File: src/rtl/fpu_issue_scoreboard.sv
// Issue controller and register scoreboard for the FP execution units: accepts one
// decoded instruction per cycle, tracks pending writes and schedules the shared writeback port.
module fpu_issue_scoreboard #(
   parameter int PIPE_LATENCY = 4,
   parameter int DIV_LATENCY  = 16
) (
   input  logic        clock,
   input  logic        reset,
   input  logic        issue_valid,
   output logic        issue_ready,
   input  logic        issue_div,
   input  logic [4:0]  issue_rd,
   input  logic [4:0]  issue_rs1,
   input  logic [4:0]  issue_rs2,
   input  logic [4:0]  issue_rs3,
   input  logic        issue_rd_float,
   input  logic        issue_rs1_float,
   input  logic        issue_rs2_float,
   input  logic        issue_rs3_float,
   input  logic        issue_use_rs2,
   input  logic        issue_use_rs3,
   output logic        pipe_start,
   output logic        div_start,
   output logic        wb_valid,
   output logic        wb_sel,
   output logic [4:0]  wb_rd,
   output logic        wb_rd_float,
   output logic [31:0] busy_int,
   output logic [31:0] busy_float,
   output logic        idle
);

   localparam int CW = $clog2(DIV_LATENCY);
   localparam logic [CW-1:0] DIV_RELOAD = CW'(DIV_LATENCY - 1);
   localparam logic [CW-1:0] PIPE_HIT   = CW'(PIPE_LATENCY);

   logic [31:0]             busy_int_reg;
   logic [31:0]             busy_int_next;
   logic [31:0]             busy_float_reg;
   logic [31:0]             busy_float_next;

   logic                    div_busy_reg;
   logic [CW-1:0]           div_count_reg;
   logic [4:0]              div_rd_reg;
   logic                    div_rd_float_reg;

   logic [PIPE_LATENCY-1:0] pipe_valid;
   logic [PIPE_LATENCY-1:0] pipe_rd_float;
   logic [4:0]              pipe_rd [PIPE_LATENCY];

   logic rs1_busy;
   logic rs2_busy;
   logic rs3_busy;
   logic rd_busy;
   logic hazard;
   logic div_free;
   logic pipe_blocked;
   logic accept;
   logic pipe_accept;
   logic div_accept;
   logic div_wb;
   logic pipe_wb;
   logic wb_fire;

   // Integer x0 reads as never busy regardless of the stored bit.
   function automatic logic reg_busy(input logic [4:0] num, input logic flt,
                                     input logic [31:0] bi, input logic [31:0] bf);
      if (flt)
         return bf[num];
      else if (num == 5'd0)
         return 1'b0;
      else
         return bi[num];
   endfunction

   always_comb begin
      rs1_busy     = reg_busy(issue_rs1, issue_rs1_float, busy_int_reg, busy_float_reg);
      rs2_busy     = issue_use_rs2 && reg_busy(issue_rs2, issue_rs2_float, busy_int_reg, busy_float_reg);
      rs3_busy     = issue_use_rs3 && reg_busy(issue_rs3, issue_rs3_float, busy_int_reg, busy_float_reg);
      rd_busy      = reg_busy(issue_rd, issue_rd_float, busy_int_reg, busy_float_reg);
      hazard       = rs1_busy || rs2_busy || rs3_busy || rd_busy;
      // A divider writing back this cycle can take a new op immediately.
      div_free     = !div_busy_reg || (div_count_reg == '0);
      // A pipe op issued now would land on the same cycle as the pending divide result.
      pipe_blocked = div_busy_reg && (div_count_reg == PIPE_HIT);
      issue_ready  = !reset && !hazard && (issue_div ? div_free : !pipe_blocked);
      accept       = issue_valid && issue_ready;
      pipe_accept  = accept && !issue_div;
      div_accept   = accept && issue_div;
   end

   assign pipe_start = pipe_accept;
   assign div_start  = div_accept;

   genvar gi;
   generate
      for (gi = 0; gi < PIPE_LATENCY; gi++) begin : g_stage
         logic       valid_in;
         logic       float_in;
         logic [4:0] rd_in;
         logic       valid_reg;
         logic       float_reg;
         logic [4:0] rd_reg;

         if (gi == 0) begin : g_head
            assign valid_in = pipe_accept;
            assign float_in = issue_rd_float;
            assign rd_in    = issue_rd;
         end else begin : g_link
            assign valid_in = pipe_valid[gi-1];
            assign float_in = pipe_rd_float[gi-1];
            assign rd_in    = pipe_rd[gi-1];
         end

         always_ff @(posedge clock) begin
            if (reset) begin
               valid_reg <= 1'b0;
               float_reg <= 1'b0;
               rd_reg    <= 5'd0;
            end else begin
               valid_reg <= valid_in;
               float_reg <= float_in;
               rd_reg    <= rd_in;
            end
         end

         assign pipe_valid[gi]    = valid_reg;
         assign pipe_rd_float[gi] = float_reg;
         assign pipe_rd[gi]       = rd_reg;
      end
   endgenerate

   always_ff @(posedge clock) begin
      if (reset) begin
         div_busy_reg     <= 1'b0;
         div_count_reg    <= '0;
         div_rd_reg       <= 5'd0;
         div_rd_float_reg <= 1'b0;
      end else if (div_accept) begin
         div_busy_reg     <= 1'b1;
         div_count_reg    <= DIV_RELOAD;
         div_rd_reg       <= issue_rd;
         div_rd_float_reg <= issue_rd_float;
      end else if (div_busy_reg) begin
         if (div_count_reg == '0)
            div_busy_reg <= 1'b0;
         else
            div_count_reg <= div_count_reg - CW'(1);
      end
   end

   // The divide result always owns the port; issue blocking guarantees no overlap.
   always_comb begin
      div_wb      = div_busy_reg && (div_count_reg == '0);
      pipe_wb     = pipe_valid[PIPE_LATENCY-1];
      wb_fire     = !reset && (div_wb || pipe_wb);
      wb_valid    = wb_fire;
      wb_sel      = 1'b0;
      wb_rd       = 5'd0;
      wb_rd_float = 1'b0;
      if (div_wb) begin
         wb_sel      = 1'b1;
         wb_rd       = div_rd_reg;
         wb_rd_float = div_rd_float_reg;
      end else if (pipe_wb) begin
         wb_rd       = pipe_rd[PIPE_LATENCY-1];
         wb_rd_float = pipe_rd_float[PIPE_LATENCY-1];
      end
   end

   always_comb begin
      busy_int_next   = busy_int_reg;
      busy_float_next = busy_float_reg;
      if (wb_fire) begin
         if (wb_rd_float)
            busy_float_next[wb_rd] = 1'b0;
         else
            busy_int_next[wb_rd] = 1'b0;
      end
      if (accept) begin
         if (issue_rd_float)
            busy_float_next[issue_rd] = 1'b1;
         else
            busy_int_next[issue_rd] = 1'b1;
      end
      busy_int_next[0] = 1'b0;
   end

   always_ff @(posedge clock) begin
      if (reset) begin
         busy_int_reg   <= 32'd0;
         busy_float_reg <= 32'd0;
      end else begin
         busy_int_reg   <= busy_int_next;
         busy_float_reg <= busy_float_next;
      end
   end

   assign busy_int   = busy_int_reg;
   assign busy_float = busy_float_reg;
   assign idle       = (busy_int_reg == 32'd0) && (busy_float_reg == 32'd0) &&
                       (pipe_valid == '0) && !div_busy_reg;

endmodule
File: config.mk
export PLATFORM = sky130hd
export DESIGN_NAME = fpu_issue_scoreboard
export DESIGN_NICKNAME = d
export VERILOG_FILES = /design/src/rtl/fpu_issue_scoreboard.sv
export SDC_FILE = /design/constraint.sdc
export NUM_CORES = 1
export LEC_CHECK = 0
export BUFFER_PORTS_ARGS = -buffer_cell sky130_fd_sc_hd__clkbuf_2
export CELL_PAD_IN_SITES_DETAIL_PLACEMENT = 2
export CELL_PAD_IN_SITES_GLOBAL_PLACEMENT = 2
export CORE_ASPECT_RATIO = 0.75
export CORE_MARGIN = 3
export CORE_UTILIZATION = 38
export CTS_CLUSTER_DIAMETER = 200
export DETAILED_ROUTE_END_ITERATION = 16
export GPL_ROUTABILITY_DRIVEN = 0
export GPL_TIMING_DRIVEN = 0
export PLACE_DENSITY_LB_ADDON = 0.1
export SLEW_MARGIN = 20
export SYNTH_ARGS = -nofsm -noshare
export SYNTH_HDL_FRONTEND = slang
export SYNTH_SLANG_ARGS = --single-unit
export TNS_END_PERCENT = 50
File: constraint.sdc
create_clock -name clock -period 11.5 [get_ports clock]
set_input_delay 2.3 -clock clock [delete_from_list [all_inputs] [get_ports clock]]
set_output_delay 2.3 -clock clock [all_outputs]
set_load 0.01 [all_outputs]
---- Yosys cells after proc, flatten, opt, wreduce, memory -nomap -nowiden ----
Index checks and enable logic that the tools add are counted.
operators by class
  order comparisons ....................... 7
  reduce and logical (&&, ||, !) cells .... 35
  add/sub/neg operators ................... 1
  bitwise gates (word level) .............. 5
  mux-type cells .......................... 48
  equal/unequal tests ..................... 2
operator list
  cell                                                               number
  2-to-1 mux 32 bit                                                  8
  AND 32 bit                                                         2
  logical NOT 32 bit                                                 2
  OR 32 bit                                                          2
  binary-select mux 1 bit (select 5 bit)                             8
  inverter 32 bit                                                    1
  less-than comparator 5 x 6 -> 1 bit, second input constant         5
  2-to-1 mux 1 bit                                                   25
  logical NOT 5 bit                                                  4
  logical AND 1 bit                                                  15
  2-to-1 mux 4 bit                                                   3
  demux 1 bit (select 5 bit)                                         2
  greater-or-equal comparator 5 x 1 -> 1 bit, second input constant  2
  2-to-1 mux 5 bit                                                   2
  logical NOT 4 bit                                                  2
  logical NOT 1 bit                                                  5
  logical OR 1 bit                                                   5
  equality test 4 x 3 -> 1 bit, second input constant                1
  subtractor 4 x 1 -> 4 bit, second input constant                   1
  != test 2 bit, second input constant                               1
  AND reduction 2 bit                                                1
  nonzero test 2 bit                                                 1
storage, ports and cells
  output and inout port bits .............. 76
  bits of input ports ..................... 30
  logic and storage cells ................. 117
  flip-flop bits (word level) ............. 103

---- Longest topological paths before layout ----
Gate-level depths: netlist of the first run.
  depth in word-level cells ............... 15
  depth in mapped cells ................... 13

---- Worst setup path before layout of the first run ----
Ideal clock, no wire load.
  path type ............................... input to output
  from .................................... in issue_rs3[2]
  to ...................................... out pipe_start
  slack ................................... 4.462 ns
  stages .................................. 10
  arrival time ............................ 4.738 ns
  cells stage by stage .................... buf_2 > clkbuf_1 > mux4_2 > mux4_2 > a31oi_1 > nand4_1 > nand4b_4 > buf_6 > buf_6 > nor3b_1
on the way
  longest elaborated chain between the ends .. 12
RTL lines
  what                                    line  RTL
  start, declared                         15    input logic [4:0] issue_rs3,
  binary-select mux 1 bit (select 5 bit)  73    return bi[num];
  2-to-1 mux 1 bit (not written as such)  73
  2-to-1 mux 1 bit                        70    else if (num == 5'd0)
  2-to-1 mux 1 bit *                      68    if (flt)
  logical AND 1 bit *                     79    rs3_busy = issue_use_rs3 && reg_busy(issue_rs3, issue_rs3_float, busy_int_reg, busy_float_reg);
  logical OR 1 bit * (2 in a row)         81    hazard = rs1_busy || rs2_busy || rs3_busy || rd_busy;
  logical NOT 1 bit *                     86    issue_ready = !reset && !hazard && (issue_div ? div_free : !pipe_blocked);
  logical AND 1 bit * (2 in a row)        86
  logical AND 1 bit *                     87    accept = issue_valid && issue_ready;
  logical AND 1 bit *                     88    pipe_accept = accept && !issue_div;
  end, declared                           22    output logic pipe_start,
Mark *: on every way between the ends. The rest lies on a longest branch, timed or not. The select of a mux whose other input is x is not followed.

---- Final worst setup path of the first run ----
  from .................................... in issue_rd[1]
  to ...................................... out pipe_start
on the way
  longest elaborated chain between the ends .. 10
RTL lines
  what                                    line  RTL
  start, declared                         12    input logic [4:0] issue_rd,
  binary-select mux 1 bit (select 5 bit)  73
  2-to-1 mux 1 bit (not written as such)  73
  2-to-1 mux 1 bit                        70
  2-to-1 mux 1 bit *                      68
  logical OR 1 bit *                      81
  logical NOT 1 bit *                     86
  logical AND 1 bit * (2 in a row)        86
  logical AND 1 bit *                     87
  logical AND 1 bit *                     88
Marks and branches as above.

==> results of run 1 <==
[report_power, final]
| group | internal [mW] | total (mW) | switching [mW] |
|---|---|---|---|
| Clock | 0.168 | 0.309 | 0.141 |
| Sequential | 0.358 | 0.362 | 0.00413 |
| Combinational | 0.0392 | 0.118 | 0.0792 |
| Total | 0.565 | 0.790 | 0.225 |
[per-layer routing]
metal / vias up / global-route usage (%)
li1: 3109 / -
met1: 3715 / 47.7
met2: 447 / 52.5
met3: 45 / 8.23
met4: 0 / 8.65
met5: - / 0
[synth_stat cells, types with 16 or more instances]
library cell	instances
inv_1	16
o21ai_0	34
nand2_1	99
mux2i_1	52
mux4_2	34
clkbuf_1	34
nor2_1	33
nand3_1	18
nor2b_1	60
nor4_1	19
nand3b_1	48
o31ai_1	61
dfxtp_1	102
[worst max-delay path by stage]
stage,startpoint,end,slack (ns),cells after the start
after floorplan,issue_rs3[2],pipe_start,4.46,10
after global placement,issue_rs3[1],div_start,3.74,12
after detailed placement,issue_rs3[1],div_start,3.66,12
after CTS,issue_rd[1],pipe_start,3.58,13
after global routing,issue_rs2[2],pipe_start,3.34,12
final,issue_rd[1],pipe_start,3.50,13
[stage by stage]
step                setup slack [ns]  cell area, sq um
CTS                             3.58              7890
finish                          3.50              7900
detailed placement              3.66              7610
floorplan                       4.46              6860
global route                    3.34              7900
global placement                3.74              7600
[layout make-up]
| type | instances | share of cell area [%] |
|---|---|---|
| inverters | 18 | 0.856 |
| clock buffers | 9 | 2.85 |
| multi-input cells | 598 | 56.2 |
| plain buffers | 63 | 4.02 |
| well taps | 236 | 3.74 |
| repair buffers | 90 | 5.70 |
| flip-flops and latches | 102 | 25.9 |
| clock inverters | 5 | 0.760 |
[logic make-up (layout without fill, tap and decap cells)]
group	Yosys count	in the layout	share of synthesized area [%]
fa+ha+maj	2	2	0.365
flops	102	102	29.8
simple gates	328	328	26.2
buf+inv	81	185	5.62
other cells	1	1	0.0547
mux	106	106	22.1
xor+xnor	2	2	0.256
compound gates	159	159	15.6
[cells in the final DEF, fill, tap and decap left out, types with 9 or more instances in the layout]
cell	synthesis	layout
dfxtp_1	102	102
nand2_1	99	99
clkbuf_2	0	90
o31ai_1	61	61
nor2b_1	60	60
mux2i_1	52	52
nand3b_1	48	48
clkbuf_1	34	34
mux4_2	34	34
o21ai_0	34	34
nor2_1	33	33
nor4_1	19	19
nand3_1	18	18
inv_1	16	16
buf_2	14	14
mux2_2	14	14
a21oi_1	13	13
nor3_1	10	9
nand4_1	9	9
o21ai_1	9	9
clkbuf_16	0	9
[worst max-delay path: cells and delay by family]
kind,cells,cell delay [ns]
AOI/OAI and AO/OA,2,0.39
muxes,1,0.41
and+or+nand+nor,4,1.05
buffers and inverters,6,1.55
==> flow_summary.yaml, run 1 <==
run_status:
  status: "finished, final reports clean"
drt:
  routed_wl_um: 33500
  met1Wirelength_um: 14700
  dr_wl_met3_um: 3550
  avgViaCountPerCell: 6.53
  detailroute.wirelength.met2_um: 14600
  drc_errors: 0
  detail_route.first_pass.iterations: 5
  dr.first_iter.drc_count: 1087
  drt.antenna.violating_nets: 0
  wl_per_cell_um: 29.9
  route.top_layer_used: "met4"
  vias: 7316
floorplanning:
  rows: 41
  dieArea_sq_um: 19700
  core-area_sq_um: 17200
  die_w_um: 161
  die_height_um: 122
  initial_utilization_pct: 39.8
  boundaryPins: 106
setup_path:
  critPathSlowestCell: "clkbuf_1"
  arrival_ns: 5.70
  critPathMaxStageDelay_ns: 0.52
  maximum_fanout_along_the_worst_path: 10
  most_numerous_cell_on_the_critical_path: "buf_6"
  r2r_setup_slack_ns: 7.81
  critical_path.endpoint_type: "output port"
  worst_r2r_endpoint: "busy_float[29]"
  worstSetupPathType: "in -> out"
  startpoint_type: "input pin"
  worst_ep_required_time_ns: 9.20
  r2r_cells: 11
  path_cells: "buf_4 -> buf_2 -> clkbuf_1 -> mux4_2 -> o221ai_1 -> nand2_1 -> a31oi_1 -> nand4_1 -> nand4b_4 -> buf_6 -> buf_6 -> nor3b_1 -> clkbuf_2"
  rr_startpoint: "div_count_reg[0]"
synth:
  proportion_of_netlist_area_held_by_the_largest_area_contributor_pct: 29.8
  dominant_synthesized_flop_cell: "dfxtp_1"
  yosysSeqAreaShare_pct: 29.8
  synth.yosys.warnings: 0
  post_synth_inst_count: 781
  postSynthAreaPerCell_sq_um: 8.78
  synth_top_area_cell: "dfxtp_1"
  syn_area_sq_um: 6860
  synth_enable_flop_cells: 0
  synth_async_sr_flop_share_pct: 0
  synth_cell_type_count: 58
  ys_seq_elements: 102
  synth.net_count: 813
  netlist_top_cells_area: "dfxtp_1, mux4_2, mux2i_1"
worst_hold_path:
  worst_hold_startpoint: "g_stage[0].rd_reg[4]"
  worst_hold_path.num_cells: 1
  min_to: "g_stage[1].rd_reg[4]"
  worst_hold_path_type: "reg -> reg"
power:
  total_power_uw: 790
  worst_ir_drop_vdd_mv: 0.0818
  p_leak_nw: 3.01
  p_per_area_nw_per_um2: 100
cts:
  clock_latency_on_the_worst_skew_pair_ns: 0.35
  postCtsHoldBufs: 0
  cts_tree: "done"
  cts_inserted_buffers: 9
  cts_num_sinks: 102
  cts.clk_slew.worst_paths_ns: 0.07
  ctsRootBufferMaster: "clkbuf_16"
  clock_path_buffers: 2
  post-cts-setup-buffers: 0
  cts_max_level: 3
  cts_repair_resize_count: 0
layout:
  insertedDiodeCount: 0
  final_util_pct: 45.8
  sequential_cell_area_sq_um: 2040
  number_of_flip_flops_in_the_largest_register: 32
  area.growth.synth_to_final_pct: 15.2
  post_route_cells_drive_above_1_share_pct: 20.7
  instances_no_fill: 1121
  multi_input_comb_area_sq_um: 4440
  fin_nets: 914
  n_fill_cell: 1959
sta:
  max_slew_violation_count: 0
  rsz_0062_raised_after_global_routing: "no"
  setup_total_negative_slack_ns: 0
  timing.max_slew.rel_slack_pct: 21.8
  hold_violations: 0
  fin_crit_ns: 8.00
  max_fclk_ghz: 0.125
  setup_violations: 0
  final_min_period_over_clock_period_pct: 69.6
  fin_worst_skew_ns: 0.00859
  final.hold.worst_slack_ns: 0.447
  timing_worst_slew_pin_value_ns: 1.17
grt:
  first_global_vias: 7683
  maximum_number_of_pins_on_one_net_before_global_route_repair: 17
  grt_pass1_wl_um: 50300
  grt_util_all_layers_pct: 33.9
  grt.overflow.total: 0
  antenna_found_initial: 0
job:
  max_cap_check_violation_count: 0
placement:
  hpwlAfterDp_um: 25000
  dp.cells: 1107
  io_buffer_count: 90
(Power assumes the default switching activity.)
==> run 2, diff against run 1 <==
Settings changed: ABC_AREA from default to 1, CORE_UTILIZATION 38 to 30.
Clock period 11.5 ns to 7.47 ns, I/O delays scaled along.
==> run 2 against run 1 <==
Non-clock buffer count rose by 20. Hold slack got worse by 0.037 ns. Combinational power rose by 110%. Register-to-register slack got worse by 3.8 ns. Critical endpoint unchanged.
==> flow_summary.yaml, run 2 <==
synth:
  yosysSeqAreaShare_pct: 27.2
  yosysMostFrequentCell: "nand2_1"
  synth.net_count: 1387
  proportion_of_netlist_area_held_by_the_largest_area_contributor_pct: 27.2
  synthTopCellsByCount: "nand2_1, nand3_1, nor2_1"
  syn_area_sq_um: 7510
  post_synth_inst_count: 1355
  synth_cell_type_count: 28
  synth.yosys.warnings: 0
  synth_top_area_cell: "dfxtp_1"
  synth_enable_flop_cells: 0
  dominant_synthesized_flop_cell: "dfxtp_1"
  postSynthAreaPerCell_sq_um: 5.54
  netlist_top_cells_area: "dfxtp_1, nand2_1, nand3_1"
  synth_async_sr_flop_share_pct: 0
  ys_seq_elements: 102
sta:
  max_fclk_ghz: 0.175
  fin_worst_skew_ns: 0.0119
  hold_violations: 0
  rsz_0062_raised_after_global_routing: "no"
  timing_worst_slew_pin_value_ns: 1.21
  setup_violations: 0
  final_min_period_over_clock_period_pct: 76.4
  setup_total_negative_slack_ns: 0
  fin_crit_ns: 5.71
  timing.max_slew.rel_slack_pct: 18.9
  max_slew_violation_count: 0
  final.hold.worst_slack_ns: 0.410
floorplanning:
  initial_utilization_pct: 30.9
  die_height_um: 143
  die_w_um: 189
  boundaryPins: 106
  dieArea_sq_um: 27000
  rows: 49
  core-area_sq_um: 24300
drt:
  drc_errors: 0
  drt.antenna.violating_nets: 0
  vias: 10114
  routed_wl_um: 44000
  detail_route.first_pass.iterations: 5
  dr.first_iter.drc_count: 1041
  avgViaCountPerCell: 5.63
  wl_per_cell_um: 24.5
setup_path:
  critical_path_buffers_and_inverters: 6
  arrival_ns: 4.21
  critPathSlowestCell: "buf_2"
  worst_ep_required_time_ns: 5.98
  maximum_fanout_along_the_worst_path: 10
  worstSetupPathType: "in -> out"
  path_cells: "clkbuf_2 -> inv_2 -> buf_2 -> nand2_1 -> nand3_1 -> nand2_1 -> nand2_1 -> nand2_1 -> inv_1 -> nand2_1 -> nand2_1 -> nand3_1 -> nand3_1 -> nand2_1 -> nor2_8 -> buf_6 -> nand2_1 -> nor2_1 -> clkbuf_2"
  critPathMaxStageDelay_ns: 0.31
  critical_path.endpoint_type: "output port"
  most_numerous_cell_on_the_critical_path: "nand2_1"
  startpoint_type: "input pin"
  cpLargestDelayFamily: "simple AND/OR/NAND/NOR gates"
  r2r_setup_slack_ns: 3.99
power:
  clkPwrFrac_pct: 37.5
  netSwitchingPower_uw: 437
  worst_ir_drop_vdd_mv: 0.128
  p_leak_nw: 3.90
  power.internal_uw: 857
  p_comb_share_pct: 19.4
  sequentialPowerShare_pct: 43.1
  netSwitchingFraction_pct: 33.8
  total_power_mw: 1.29
  p_per_area_nw_per_um2: 149
layout:
  insertedDiodeCount: 0
  sequential_cell_area_sq_um: 2040
  final_common_cell: "nand2_1"
  mostFrequentLayoutCells: "nand2_1, nand3_1, nor2_1, inv_1, dfxtp_1"
  post_route_cells_drive_above_1_share_pct: 10.9
  multi_input_comb_area_sq_um: 4520
  number_of_flip_flops_in_the_largest_register: 32
  n_fill_cell: 3203
  fin_nets: 1492
  area.growth.synth_to_final_pct: 15.7
placement:
  io_buffer_count: 94
  hpwlAfterDp_um: 33900
cts:
  cts_max_level: 3
  cts_repair_resize_count: 0
  cts_tree: "done"
  cts_num_sinks: 102
  clock_latency_on_the_worst_skew_pair_ns: 0.38
  clock_path_buffers: 2
  cts.clk_slew.worst_paths_ns: 0.07
  cts_inserted_buffers: 9
  post-cts-setup-buffers: 0
  ctsRootBufferMaster: "clkbuf_16"
  postCtsHoldBufs: 0
grt:
  antenna_found_initial: 1
  maximum_number_of_pins_on_one_net_before_global_route_repair: 19
  grt_util_all_layers_pct: 32.3
  first_global_vias: 10012
  grt_pass1_wl_um: 64700
  grt.overflow.total: 0
worst_hold_path:
  worst_hold_path_type: "reg -> reg"
job:
  max_cap_check_violation_count: 0
run_status:
  status: "finished, final reports clean"
[run 2: worst paths after layout]
kind / start / end / cells past startpoint
worst max register to register: div_count_reg[0] / busy_float[19] / 10
worst min register to register: g_stage[1].rd_reg[2] / g_stage[2].rd_reg[2] / 2
worst min-delay path: g_stage[1].rd_reg[2] / g_stage[2].rd_reg[2] / 2
worst max-delay path: issue_rs3[0] / pipe_start / 19
[run 2: kinds of logic (layout without fill, tap and decap cells)]
group / after synthesis / count (layout) / synth area share (%)
DFF: 102 / 102 / 27.2
other: 1 / 1 / 0.0499
buffers and inverters: 213 / 323 / 12.6
AOI/OAI and AO/OA: 185 / 185 / 12.5
and+or+nand+nor: 849 / 849 / 47.0
xor gates and xnor gates: 3 / 3 / 0.350
adders and majority gates: 2 / 2 / 0.333
[run 2: tightest hold or removal path: cells and delay by family (launching register included)]
kind | cells | cell delay (ns)
buffers and inverters | 1 | 0.04
flip-flops | 1 | 0.30
AND/OR/NAND/NOR | 1 | 0.03
[run 2: area by class of cell]
class                   count  area share, %
flip-flops and latches    102           23.5
plain buffers              79           5.07
inverters                 134           5.82
clock buffers              10           2.75
well taps                 331           4.77
multi-input cells        1040           52.1
clock inverters             6          0.619
repair buffers             94           5.41
[run 2: per-layer routing]
layer | track usage (%) | vias up | wire, um
met5 | 0 | - | 7
met4 | 8.03 | 2 | 915
met3 | 6.97 | 62 | 3870
met2 | 47.6 | 432 | 18000
met1 | 47.7 | 5075 | 21200
li1 | - | 4543 | -
[run 2: power by group through the flow]
stage / clock [mW] / sequential (mW) / combinational (mW)
2_1_floorplan: 0 / 0.568 / 0.146
3_3_place_gp: 0 / 0.569 / 0.236
3_5_place_dp: 0 / 0.570 / 0.242
4_1_cts: 0.492 / 0.557 / 0.243
5_1_grt: 0.513 / 0.558 / 0.269
6_report: 0.485 / 0.557 / 0.251
[run 2: through the flow]
step | util (%) | worst slack [ns] | std cells | cell area [sq um]
CTS | 35.8 | 1.88 | 1796 | 8690
detailed placement | 34.6 | 1.89 | 1780 | 8400
global placement | 34.6 | 1.89 | 1780 | 8400
finish | 35.8 | 1.76 | 1796 | 8690
global route | 35.8 | 1.62 | 1796 | 8690
floorplan | - | 2.89 | 1355 | 7510
==> run 3, diff against run 2 <==
Settings changed: ABC_AREA 1 to 0, CORE_UTILIZATION 30 to 32.
Clock period 7.47 ns to 4.68 ns, I/O delays scaled along.
==> run 3 against run 2 <==
Sequential power grew 60%. Count of clock-buffer cells in the layout is the same. Die area shrank 14%. Register-to-register slack lost 3.0 ns. Combinational power grew 21%.
==> flow_summary.yaml, run 3 (synthesized netlist as in run 1, its figures left out) <==
cts:
  cts.clk_slew.worst_paths_ns: 0.07
  postCtsHoldBufs: 0
  clock_path_buffers: 2
  cts_max_level: 3
  clock_latency_on_the_worst_skew_pair_ns: 0.35
  cts_num_sinks: 102
  cts_tree: "done"
  ctsRootBufferMaster: "clkbuf_16"
  cts_inserted_buffers: 9
sta:
  setup_slack_ns: 0.0874
  timing.max_slew.rel_slack_pct: 43.1
  timing_worst_slew_pin_value_ns: 0.847
  fin_worst_skew_ns: 0.0115
  max_fclk_ghz: 0.218
  fin_crit_ns: 4.59
  rsz_0062_raised_after_global_routing: "no"
  hold_violations: 0
  final_min_period_over_clock_period_pct: 98.1
  final.hold.worst_slack_ns: 0.443
  max_slew_violation_count: 0
  setup_violations: 0
layout:
  fin_nets: 919
  n_fill_cell: 2339
  mostFrequentLayoutCells: "dfxtp_1, nand2_1, clkbuf_2, o31ai_1, nor2b_1"
  number_of_flip_flops_in_the_largest_register: 32
  insertedDiodeCount: 0
  area.growth.synth_to_final_pct: 17.6
  instances_no_fill: 1172
  final_common_cell: "dfxtp_1"
  post_route_cells_drive_above_1_share_pct: 22.9
job:
  max_cap_check_violation_count: 0
floorplanning:
  core-area_sq_um: 20600
  dieArea_sq_um: 23200
  die_height_um: 133
  die_w_um: 175
  initial_utilization_pct: 33.3
  boundaryPins: 106
  rows: 45
power:
  netSwitchingFraction_pct: 28.2
  sequentialPowerShare_pct: 45.8
  clkPwrFrac_pct: 38.5
  netSwitchingPower_uw: 548
  worst_ir_drop_vdd_mv: 0.145
  total_power_mw: 1.94
  p_per_area_nw_per_um2: 241
  p_leak_nw: 3.07
  power.internal_mw: 1.39
  p_comb_share_pct: 15.6
drt:
  drt.antenna.violating_nets: 0
  detail_route.first_pass.iterations: 7
  dr.first_iter.drc_count: 767
  avgViaCountPerCell: 6.28
  wl_per_cell_um: 29.3
  drc_errors: 0
  routed_wl_um: 34400
  vias: 7359
setup_path:
  worst_ep_required_time_ns: 3.74
  arrival_ns: 3.66
  startpoint_type: "input pin"
  worstSetupPathType: "in -> out"
  maximum_fanout_along_the_worst_path: 10
  critical_path.endpoint_type: "output port"
  r2r_cells: 12
grt:
  grt_pass1_wl_um: 50900
  grt.overflow.total: 0
  antenna_found_initial: 1
  first_global_vias: 7617
  maximum_number_of_pins_on_one_net_before_global_route_repair: 16
  grt_util_all_layers_pct: 29.0
worst_hold_path:
  worst_hold_path.num_cells: 1
  worst_hold_path_type: "reg -> reg"
run_status:
  status: "finished, final reports clean"
placement:
  hpwlAfterDp_um: 26300
  dp.cells: 1153
  io_buffer_count: 90
  placement.setup.worst_slack_ns: -0.496
-- run 3: cell types whose count changed in the layout (fill, tap and decap cells not counted), sizes merged, moves of 52 or more --
cell / delta
a21oi: -67
inv: -120
mux2i: +52
nand2: -358
nand3: -172
nor2: -131
nor2b: +60
o21ai: -54
o31ai: +60
-- run 3: path summary, 6_finish.rpt --
| kind | to | startpoint | slack, ns |
|---|---|---|---|
| max | div_start | issue_rs1[0] | 0.09 |
| min | g_stage[3].rd_reg[2] | g_stage[2].rd_reg[2] | 0.44 |
| max reg2reg | busy_float[24] | div_count_reg[0] | 1.02 |
| min reg2reg | g_stage[3].rd_reg[2] | g_stage[2].rd_reg[2] | 0.44 |
-- run 3: area by class of cell --
class	count	area [sq um]	area share [%]
multi-input cells	598	4470	55.4
flip-flops and latches	102	2040	25.3
repair buffers	95	488	6.05
plain buffers	63	365	4.53
well taps	282	353	4.38
clock buffers	10	229	2.84
inverters	18	67.6	0.838
clock inverters	4	50.0	0.621
-- run 3: power groups by stage --
stage / sequential [mW] / combinational, mW / clock, mW
floorplan: 0.906 / 0.180 / 0
detailed placement: 0.910 / 0.284 / 0
global placement: 0.909 / 0.274 / 0
global route: 0.891 / 0.323 / 0.798
CTS: 0.890 / 0.292 / 0.755
finish: 0.890 / 0.304 / 0.749
-- run 3: per-layer routing --
layer	up-vias	GRT usage, %	part of all wire (%)
li1	3123	-	-
met1	3803	41.1	45
met2	375	44.0	43
met3	58	9.04	9.9
met4	0	5.23	1.7
met5	-	0	0
-- run 3: critical path, stage by stage --
cell and delay [ns]:
buf_4 0.18, buf_6 0.22, mux4_2 0.51, mux2i_1 0.22, nor3b_1 0.09, o211ai_1 0.31
and4_1 0.32, nand4b_1 0.22, or2_4 0.31, buf_6 0.16, inv_1 0.05, clkbuf_2 0.12
-- run 3: timing repair --
action                     4_1_cts  5_1_grt
pin swaps                        3        3
setup buffers                    4        1
gates resized for setup         15       23
setup endpoints to repair        3        3
-- run 3: metrics by stage --
stage	TNS (ns)	utilization [%]	area [sq um]
floorplan	0	-	6860
global placement	-1.09	37.2	7660
detailed placement	-1.30	37.2	7670
CTS	0	38.9	8020
global route	0	39.1	8060
finish	0	39.1	8060
